## config.mk

```make
export PLATFORM = sky130hd
export DESIGN_NAME = key_hex_counter
export DESIGN_NICKNAME = d
export VERILOG_FILES = /design/src/rtl/key_hex_pkg.sv /design/src/rtl/key_debounce.sv /design/src/rtl/key_hex_counter.sv
export SDC_FILE = /design/constraint.sdc
export NUM_CORES = 1
export LEC_CHECK = 0
export CORE_UTILIZATION = 45
export DETAILED_ROUTE_END_ITERATION = 10
export GPL_TIMING_DRIVEN = 0
export PLACE_DENSITY_LB_ADDON = 0.25
export REMOVE_ABC_BUFFERS = 1
export SLEW_MARGIN = 25
export SYNTH_ARGS = -nofsm -noshare
export SYNTH_HDL_FRONTEND = slang
export SYNTH_SLANG_ARGS = --single-unit
export TNS_END_PERCENT = 50
```

## constraint.sdc

```tcl
create_clock -name clk -period 3.65 [get_ports clk]
set_input_delay 0.365 -clock clk [delete_from_list [all_inputs] [get_ports clk]]
set_output_delay 0.365 -clock clk [all_outputs]
set_load 0.05 [all_outputs]
```

## src/rtl/key_hex_pkg.sv

```systemverilog
// ---------------------------------------------------------------------------
// key_hex_pkg
// Shared types and constants for the key_hex_counter front end: repeat FSM
// state encoding, key index assignments, the two step sizes and the
// modulo-2^16 step helper.
// ---------------------------------------------------------------------------
package key_hex_pkg;

   typedef enum logic [1:0] {IDLE, DELAY, REPEAT} rpt_state_t;

   localparam int KEY_INC  = 0;
   localparam int KEY_DEC  = 1;
   localparam int KEY_CLR  = 2;
   localparam int KEY_STEP = 3;

   localparam logic [15:0] STEP_SMALL = 16'h0001;
   localparam logic [15:0] STEP_LARGE = 16'h0010;

   // Next counter value; the 16-bit result wraps naturally in both directions.
   function automatic logic [15:0] step_value(input logic [15:0] cur,
                                              input logic        up,
                                              input logic        big);
      logic [15:0] step;
      step = big ? STEP_LARGE : STEP_SMALL;
      return up ? (cur + step) : (cur - step);
   endfunction

endpackage

```

## src/rtl/key_debounce.sv

```systemverilog
// ---------------------------------------------------------------------------
// key_debounce
// One push-button: two-flop synchroniser followed by a stability counter.
// Ports:
//   clk      in   system clock
//   reset_n  in   asynchronous active-low reset
//   key_n    in   raw button, active-low, asynchronous
//   level    out  debounced level, active-high (1 = pressed)
//   press    out  one-cycle pulse when level goes 0->1
// ---------------------------------------------------------------------------
module key_debounce #(
   parameter int DEBOUNCE_CYCLES = 500_000
) (
   input  logic clk,
   input  logic reset_n,
   input  logic key_n,
   output logic level,
   output logic press
);

   localparam int CNT_W = (DEBOUNCE_CYCLES > 1) ? $clog2(DEBOUNCE_CYCLES) : 1;
   localparam logic [CNT_W-1:0] CNT_LAST = CNT_W'(DEBOUNCE_CYCLES - 1);

   logic             sync1;
   logic             sync2;
   logic             level_d;
   logic [CNT_W-1:0] cnt;
   logic             sample_down;

   assign sample_down = ~sync2;

   always_ff @(posedge clk or negedge reset_n) begin
      if (!reset_n) begin
         sync1   <= 1'b1;
         sync2   <= 1'b1;
         level   <= 1'b0;
         level_d <= 1'b0;
         cnt     <= '0;
      end else begin
         sync1   <= key_n;
         sync2   <= sync1;
         level_d <= level;
         // Any sample agreeing with the accepted level restarts the count,
         // so only an unbroken run of DEBOUNCE_CYCLES disagreeing samples flips it.
         if (sample_down == level) begin
            cnt <= '0;
         end else if (cnt == CNT_LAST) begin
            level <= sample_down;
            cnt   <= '0;
         end else begin
            cnt <= cnt + 1'b1;
         end
      end
   end

   assign press = level & ~level_d;

endmodule

```

## src/rtl/key_hex_counter.sv

```systemverilog
// ---------------------------------------------------------------------------
// key_hex_counter
// Four debounced push-buttons drive a 16-bit up/down counter with
// hold-to-auto-repeat, clear and a x1/x16 step toggle.
// Ports:
//   clk        in   system clock
//   reset_n    in   asynchronous active-low reset
//   key_n[3:0] in   raw buttons, active-low: [0] inc, [1] dec, [2] clear, [3] step toggle
//   hex0..hex3 out  value nibbles, hex0 = value[3:0] ... hex3 = value[15:12]
//   step16     out  1 = step 0x0010, 0 = step 0x0001
//   pressed    out  debounced key levels, active-high
// ---------------------------------------------------------------------------
module key_hex_counter
   import key_hex_pkg::*;
#(
   parameter int DEBOUNCE_CYCLES = 500_000,
   parameter int REPEAT_DELAY    = 25_000_000,
   parameter int REPEAT_PERIOD   = 5_000_000
) (
   input  logic       clk,
   input  logic       reset_n,
   input  logic [3:0] key_n,
   output logic [3:0] hex0,
   output logic [3:0] hex1,
   output logic [3:0] hex2,
   output logic [3:0] hex3,
   output logic       step16,
   output logic [3:0] pressed
);

   // rc is shared by DELAY and REPEAT, so it is sized for the longer interval.
   localparam int RC_MAX = (REPEAT_DELAY > REPEAT_PERIOD) ? REPEAT_DELAY : REPEAT_PERIOD;
   localparam int RC_W   = (RC_MAX > 1) ? $clog2(RC_MAX) : 1;
   localparam logic [RC_W-1:0] DELAY_LAST  = RC_W'(REPEAT_DELAY - 1);
   localparam logic [RC_W-1:0] PERIOD_LAST = RC_W'(REPEAT_PERIOD - 1);

   logic [3:0]      press_edge;
   logic            dir_active;
   logic            dir_prev;
   logic            dir_rise;
   rpt_state_t      state;
   logic [RC_W-1:0] rc;
   logic [15:0]     value;

   for (genvar i = 0; i < 4; i++) begin : g_key
      key_debounce #(
         .DEBOUNCE_CYCLES(DEBOUNCE_CYCLES)
      ) u_debounce (
         .clk    (clk),
         .reset_n(reset_n),
         .key_n  (key_n[i]),
         .level  (pressed[i]),
         .press  (press_edge[i])
      );
   end

   // Both inc and dec held counts as no key, so a direct direction change
   // always passes through an inactive cycle and restarts the sequence.
   assign dir_active = pressed[KEY_INC] ^ pressed[KEY_DEC];
   // A rising edge (not a held level) is required to start counting, so a
   // key still held when clear is released does not resume counting.
   assign dir_rise   = dir_active & ~dir_prev;

   always_ff @(posedge clk or negedge reset_n) begin
      if (!reset_n) begin
         dir_prev <= 1'b0;
         step16   <= 1'b0;
         state    <= IDLE;
         rc       <= '0;
         value    <= '0;
      end else begin
         dir_prev <= dir_active;
         // A step applied on the same edge still sees the old step16.
         if (press_edge[KEY_STEP]) begin
            step16 <= ~step16;
         end

         if (pressed[KEY_CLR]) begin
            value <= '0;
            state <= IDLE;
            rc    <= '0;
         end else begin
            case (state)
               IDLE: begin
                  if (dir_rise) begin
                     value <= step_value(value, pressed[KEY_INC], step16);
                     rc    <= '0;
                     state <= DELAY;
                  end
               end
               DELAY: begin
                  if (!dir_active) begin
                     rc    <= '0;
                     state <= IDLE;
                  end else if (rc == DELAY_LAST) begin
                     value <= step_value(value, pressed[KEY_INC], step16);
                     rc    <= '0;
                     state <= REPEAT;
                  end else begin
                     rc <= rc + 1'b1;
                  end
               end
               REPEAT: begin
                  if (!dir_active) begin
                     rc    <= '0;
                     state <= IDLE;
                  end else if (rc == PERIOD_LAST) begin
                     value <= step_value(value, pressed[KEY_INC], step16);
                     rc    <= '0;
                  end else begin
                     rc <= rc + 1'b1;
                  end
               end
               default: begin
                  rc    <= '0;
                  state <= IDLE;
               end
            endcase
         end
      end
   end

   assign hex0 = value[3:0];
   assign hex1 = value[7:4];
   assign hex2 = value[11:8];
   assign hex3 = value[15:12];

endmodule
```

==> impl_metrics.tcl, run 1 <==
set metrics [dict create \
    synth_ff_type "dfrtp_1" \
    tritoncts "built" \
    synthCells 763 \
    dpl.hpwl_mm 9.73 \
    r2r_slack_ps 430 \
    grt_pass1_vias 5486 \
    clock_latency_ps 410 \
    numCtsBuffers 17 \
    die-area_mm2 0.0162 \
    rsz0062_at_grt "false" \
    clk_path_buf_depth 2 \
    stdcell_area_mm2 0.00819 \
    fin_crit_ps 3220 \
    synth_edf_count 0 \
    arrival_ps 3570 \
    worst_slew_pin_slew_ps 819 \
    synth_top_cell_area_share_pct 44.6 \
    grt_use_total_pct 19.3 \
    avgSynthCellArea_um2 9.26 \
    critPathRequiredTime_ps 4000 \
    min_path_cells 0 \
    portBuffers 26 \
    cts_setup_buffers 0 \
    antenna_found_initial 0 \
    routed_wl_mm 14.3 \
    synth_area_mm2 0.00707 \
    cts_sinks 134 \
    fin_crit_sh_pct 88.3 \
    die_height_um 127 \
    grt_pass1_wl_mm 25.2 \
    power_density_mw_per_mm2 418 \
    cts_root_buf "clkbuf_16" \
    max_freq_mhz 310 \
    rows 45 \
    holdCritStartpoint "g_key[1].u_debounce.sync1" \
    fp.dieW_um 127 \
    hold-path-endpoint "g_key[1].u_debounce.sync2" \
    peakVddDrop_mv 0.333 \
    p_leak_nw 3.59 \
    reg2reg_from "g_key[0].u_debounce.level" \
    fin_setup_tns_ps 0 \
    area_delta_synth_final_pct 15.9 \
    grt_max_degree 71 \
    setup_viol 0 \
    synth.largest_area_cell "dfrtp_1" \
    gp_congestion 0.872 \
    synth.distinct_cells 59 \
    core_area_mm2 0.0153 \
    ys_seq_elements 134 \
    drt_iter0_drc 318 \
    async_flop_share_pct 100 \
    maxCapViolations 0 \
    start_kind "flop" \
    overflow 0 \
    dpl_worst_slack_ps 501 \
    via_count 5426 \
    seq_area_frac_synth_pct 47.6 \
    hold_class "reg2reg" \
    synth_area_leaders "dfrtp_1 45%, nor2_1 7.9%, xor2_1 6.8%" \
    path_max_fanout 9 \
    dpl_cell_area_mm2 0.00754 \
    drive_gt1_share_pct 7.21 \
    clk_pin_slew_ps 60 \
    status "complete, no violations" \
    yosysWarnings 0 \
    reg2reg_depth 10 \
    ant_nets 0 \
    start_util_pct 46.3 \
    fin_nets 819 \
    hold_violations 0 \
    firstDrtPassIters 4 \
    boundaryPins 27 \
    worst_setup_path_end_kind "flop" \
    htree_levels 4 \
    slew_violations 0 \
    timing.rr.end "value[14]" \
    antennaDiodeCount 0 \
    timing.final.ws_setup_ps 427 \
    via_per_inst 5.35 \
    critical_path_class "reg2reg" \
    wl_per_cell_um 14.1 \
    drc 0 \
    skew_ps 6.63 \
    relSlewSlack_pct 45.2 \
]
[worst max path at each step]
stage                                   start                           to  cells after the start
floorplan                               rc[7]                    value[15]                      7
global placement                      reset_n  g_key[3].u_debounce.cnt[11]                      1
detailed placement  g_key[0].u_debounce.level                    value[14]                     10
CTS                 g_key[0].u_debounce.level                    value[14]                     10
global route        g_key[0].u_debounce.level                    value[14]                     10
finish              g_key[0].u_debounce.level                    value[14]                     10
[routing by layer]
| layer | wire (um) | up-vias | global-route usage, % |
|---|---|---|---|
| met5 | 0 | - | 0 |
| met2 | 6840 | 101 | 31.8 |
| met1 | 6760 | 2631 | 24.5 |
| li1 | - | 2673 | - |
| met4 | 225 | 0 | 7.63 |
| met3 | 485 | 21 | 4.82 |
[state kept, by name (all words and copies together) (netlist names), 2 cells and up]
register / flops
g_key.u_debounce.cnt: 76
g_key.u_debounce.level: 4
g_key.u_debounce.sync1: 4
g_key.u_debounce.sync2: 4
rc: 25
state: 2
value: 16
[layout by cell type (no fill, tap or decap), types with 17 or more instances in the layout]
cell / netlist / routed
clkbuf_16: 0 / 17
a21oi_1: 28 / 28
nand4_1: 19 / 19
nand3_1: 46 / 46
xor2_1: 55 / 55
ha_1: 22 / 22
inv_1: 29 / 29
clkdlybuf4s50_1: 0 / 25
o21ai_0: 22 / 22
nor2_1: 149 / 149
dfrtp_1: 126 / 125
xnor2_1: 35 / 35
nand2_1: 63 / 63
[where the power goes]
group	internal [mW]	switching, mW
Sequential	1.51	0.0131
Combinational	0.0221	0.0527
Clock	1.22	0.614
[cell usage after synthesis, types with 3 or more instances]
library cell  instances
a31oi_1               5
nand3_1              46
inv_1                29
nor4_1               12
nand2_1              63
mux2i_1               8
nor2_1              149
ha_1                 22
xnor2_1              35
and3_1               16
o21bai_1              3
a211oi_1              3
nor3_1               14
dfrtp_1             126
or4_1                 3
or3_1                 7
nand4_1              19
xor2_1               55
clkbuf_1             11
o31ai_1               3
a21oi_1              28
o21ai_0              22
mux2_2                3
a21o_1                5
buf_4                 4
o31a_1                3
and4_1                5
buf_2                 3
or2_2                 7
nor2b_1               5
dfstp_2               8
[repair_timing]
item                                   in CTS  in global routing
endpoints found under the hold margin      60                  0
hold buffers                                1                  0
resized for setup                           0                  0
[worst max-delay path, cell delays in order, from the launching register on]
cell and delay, ps:
dfrtp_1 510, nor2_1 460, xor2_1 140, ha_1 260
or3_1 310, a21oi_1 190, o31a_1 210, o21ai_0 160
a2111o_1 460, a2111o_1 360, nand3_1 90
[cells by family (layout without fill, tap and decap cells)]
family	count (synthesis)	in the layout	synth area share, %
adder cells (fa/ha/maj)	22	22	3.90
buffers and inverters	50	91	3.03
AO/OA/AOI/OAI	96	96	8.75
flip-flops	134	134	47.6
XOR/XNOR	90	90	11.2
multiplexers	11	11	1.61
AND/OR/NAND/NOR	360	360	24.0
[layout make-up]
cell class,count,area [um2]
fillers,1354,7070
multi-input cells,579,3490
flip-flops and latches,134,3360
clock buffers,25,495
repair buffers,30,329
well taps,211,264
clock inverters,7,141
inverters,29,109
[stage by stage]
| step | instances | power (mW) | hold slack [ps] | utilization (%) |
|---|---|---|---|---|
| final | 1015 | 3.42 | 356 | 53.7 |
| after CTS | 1015 | 3.46 | 343 | 53.7 |
| after global routing | 1015 | 3.54 | 350 | 53.7 |
| after floorplan | 742 | 1.57 | 69.4 | - |
| after global placement | 979 | 1.61 | 347 | 49.1 |
| after detailed placement | 982 | 1.62 | 338 | 49.4 |
Power figures use the tool's default switching activity.
==> run 2, diff against run 1 <==
Settings changed: CTS_CLUSTER_DIAMETER set to 30, REMOVE_ABC_BUFFERS 1 to not set.
==> impl_metrics.tcl, run 2 (same netlist as run 1, synthesis figures left out) <==
set metrics [dict create \
    grt_use_total_pct 19.3 \
    reg2reg_from "g_key[0].u_debounce.level" \
    maxCapViolations 0 \
    overflow 0 \
    switching_share_pct 23.5 \
    start_kind "flop" \
    clk_path_buf_depth 2 \
    power_frac_clock_pct 51.2 \
    area_delta_synth_final_pct 16.2 \
    wl_per_cell_um 13.7 \
    hold_violations 0 \
    clock_latency_ps 430 \
    die-area_mm2 0.0162 \
    via_count 5494 \
    final_cell_mix "149 x nor2_1, 126 x dfrtp_1, 63 x nand2_1" \
    p_comb_share_pct 2.3 \
    status "complete, no violations" \
    rsz0062_at_grt "false" \
    via_per_inst 5.31 \
    syn_nets 791 \
    cts_sinks 134 \
    grt_pass1_wl_mm 25.0 \
    ant_nets 0 \
    cp-startpoint "g_key[0].u_debounce.level" \
    fin_setup_tns_ps 0 \
    gp_congestion 0.832 \
    relSlewSlack_pct 46.5 \
    p_sw_mw 0.768 \
    clk_pin_slew_ps 60 \
    n_fill_cell 1375 \
    crit_family "compound AO/OA/AOI/OAI gates" \
    cts_setup_buffers 0 \
    p_leak_nw 3.59 \
    drive_gt1_share_pct 8.14 \
    peakVddDrop_mv 0.332 \
    regMostFlops "g_key.u_debounce.cnt" \
    core_area_mm2 0.0153 \
    max_freq_mhz 303 \
    arrival_ps 3660 \
    dpl_worst_slack_ps 344 \
    boundaryPins 27 \
    fin_crit_ps 3300 \
    tritoncts "built" \
    intPower_mw 2.50 \
    p_seq_share_pct 46.5 \
    fp.dieW_um 127 \
    total_power_mw 3.27 \
    skew_ps 7.31 \
    fin_nets 838 \
    fin_crit_sh_pct 90.3 \
    antennaDiodeCount 0 \
    grt_pass1_vias 5422 \
    timing.final.ws_setup_ps 353 \
    crit_top_cell "a2111o_1" \
    firstDrtPassIters 5 \
    crit_buf_inv 2 \
    critPathRequiredTime_ps 4010 \
    worst_slew_pin_slew_ps 799 \
    setup_viol 0 \
    cp_slowest_stage_delay_ps 460 \
    critical_path_class "reg2reg" \
    holdCritStartpoint "key_n[3]" \
    drc 0 \
    antenna_found_initial 0 \
    portBuffers 26 \
    slowest_stage "a2111o_1" \
    routed_wl_mm 14.1 \
    slew_violations 0 \
    start_util_pct 46.3 \
    cts_root_buf "clkbuf_16" \
    final_common_cell "nor2_1" \
    largestRegisters "g_key.u_debounce.cnt: 76 flops, rc: 25 flops, value: 16 flops" \
    die_height_um 127 \
    crit_chain "clkbuf_1 > inv_1 > ha_1 > a21o_1 > a21oi_1 > nor2b_1 > o21ai_0 > a2111o_1 > a2111o_1 > nand3_1" \
    grt_max_degree 85 \
    drt_iter0_drc 433 \
    numCtsBuffers 17 \
    dpl.hpwl_mm 9.82 \
    htree_levels 4 \
    hold_class "in2reg" \
    worst_setup_path_end_kind "flop" \
    rows 45 \
    largest_reg_flops 76 \
    path_max_fanout 12 \
    power_density_mw_per_mm2 398 \
]
-- run 2: changes by cell type in the layout (fill, tap and decap cells not counted), sizes merged --
cell / previous run / this run
buf: 4 / 12
bufinv: 4 / 1
clkbuf: 25 / 29
clkinvlp: 1 / 5
inv: 29 / 35
-- run 2: metrics by stage --
step / instance area (um2) / util [%] / cells / hold slack, ps
after global routing: 8210 / 53.8 / 1034 / 337
after global placement: 7590 / 49.7 / 1000 / 346
after floorplan: 7070 / - / 763 / 69.4
final: 8210 / 53.8 / 1034 / 338
after detailed placement: 7620 / 50.0 / 1001 / 298
after CTS: 8210 / 53.8 / 1034 / 324
-- run 2: what timing repair did --
item / 4_1_cts / 5_1_grt
gates resized for setup: 0 / 0
endpoints found under the hold margin: 48 / 0
hold buffers: 1 / 0
-- run 2: area by class of cell --
type | instances | area [um2] | share of cell area, %
plain buffers | 21 | 105 | 1.28
flip-flops and latches | 134 | 3360 | 41.0
clock inverters | 14 | 140 | 1.71
inverters | 29 | 109 | 1.33
clock buffers | 18 | 439 | 5.35
well taps | 211 | 264 | 3.21
multi-input cells | 579 | 3490 | 42.5
repair buffers | 28 | 303 | 3.69
-- run 2: power by group through the flow --
stage	Clock [mW]	Sequential [mW]	Combinational, mW
finish	1.67	1.52	0.0765
global route	1.78	1.52	0.0906
CTS	1.71	1.52	0.0808
detailed placement	0	1.54	0.0793
global placement	0	1.54	0.0731
floorplan	0	1.54	0.0316
-- run 2: metal layers --
layer  GRT usage, %  wire (um)
met5              0          0
met3           4.65        501
met4           7.42        194
met2           30.4       6470
met1           25.7       6950
-- run 2: path summary, 6_finish.rpt --
check                      slack [ps]  depth (start not counted)                        end
hold reg to reg                   360                          0  g_key[1].u_debounce.sync2
setup reg to reg                  350                         10                  value[14]
setup / recovery                  350                         10                  value[14]
max in group asynchronous        2460                          3  g_key[1].u_debounce.sync2
hold / removal                    340                          1  g_key[3].u_debounce.sync1
min in group asynchronous         440                          2                   value[7]
==> run 3, diff against run 2 <==
Settings changed: SLEW_MARGIN 25 to 30.
==> results of run 3 <==
Final layout, timing and power as in run 2 (identical DEF).
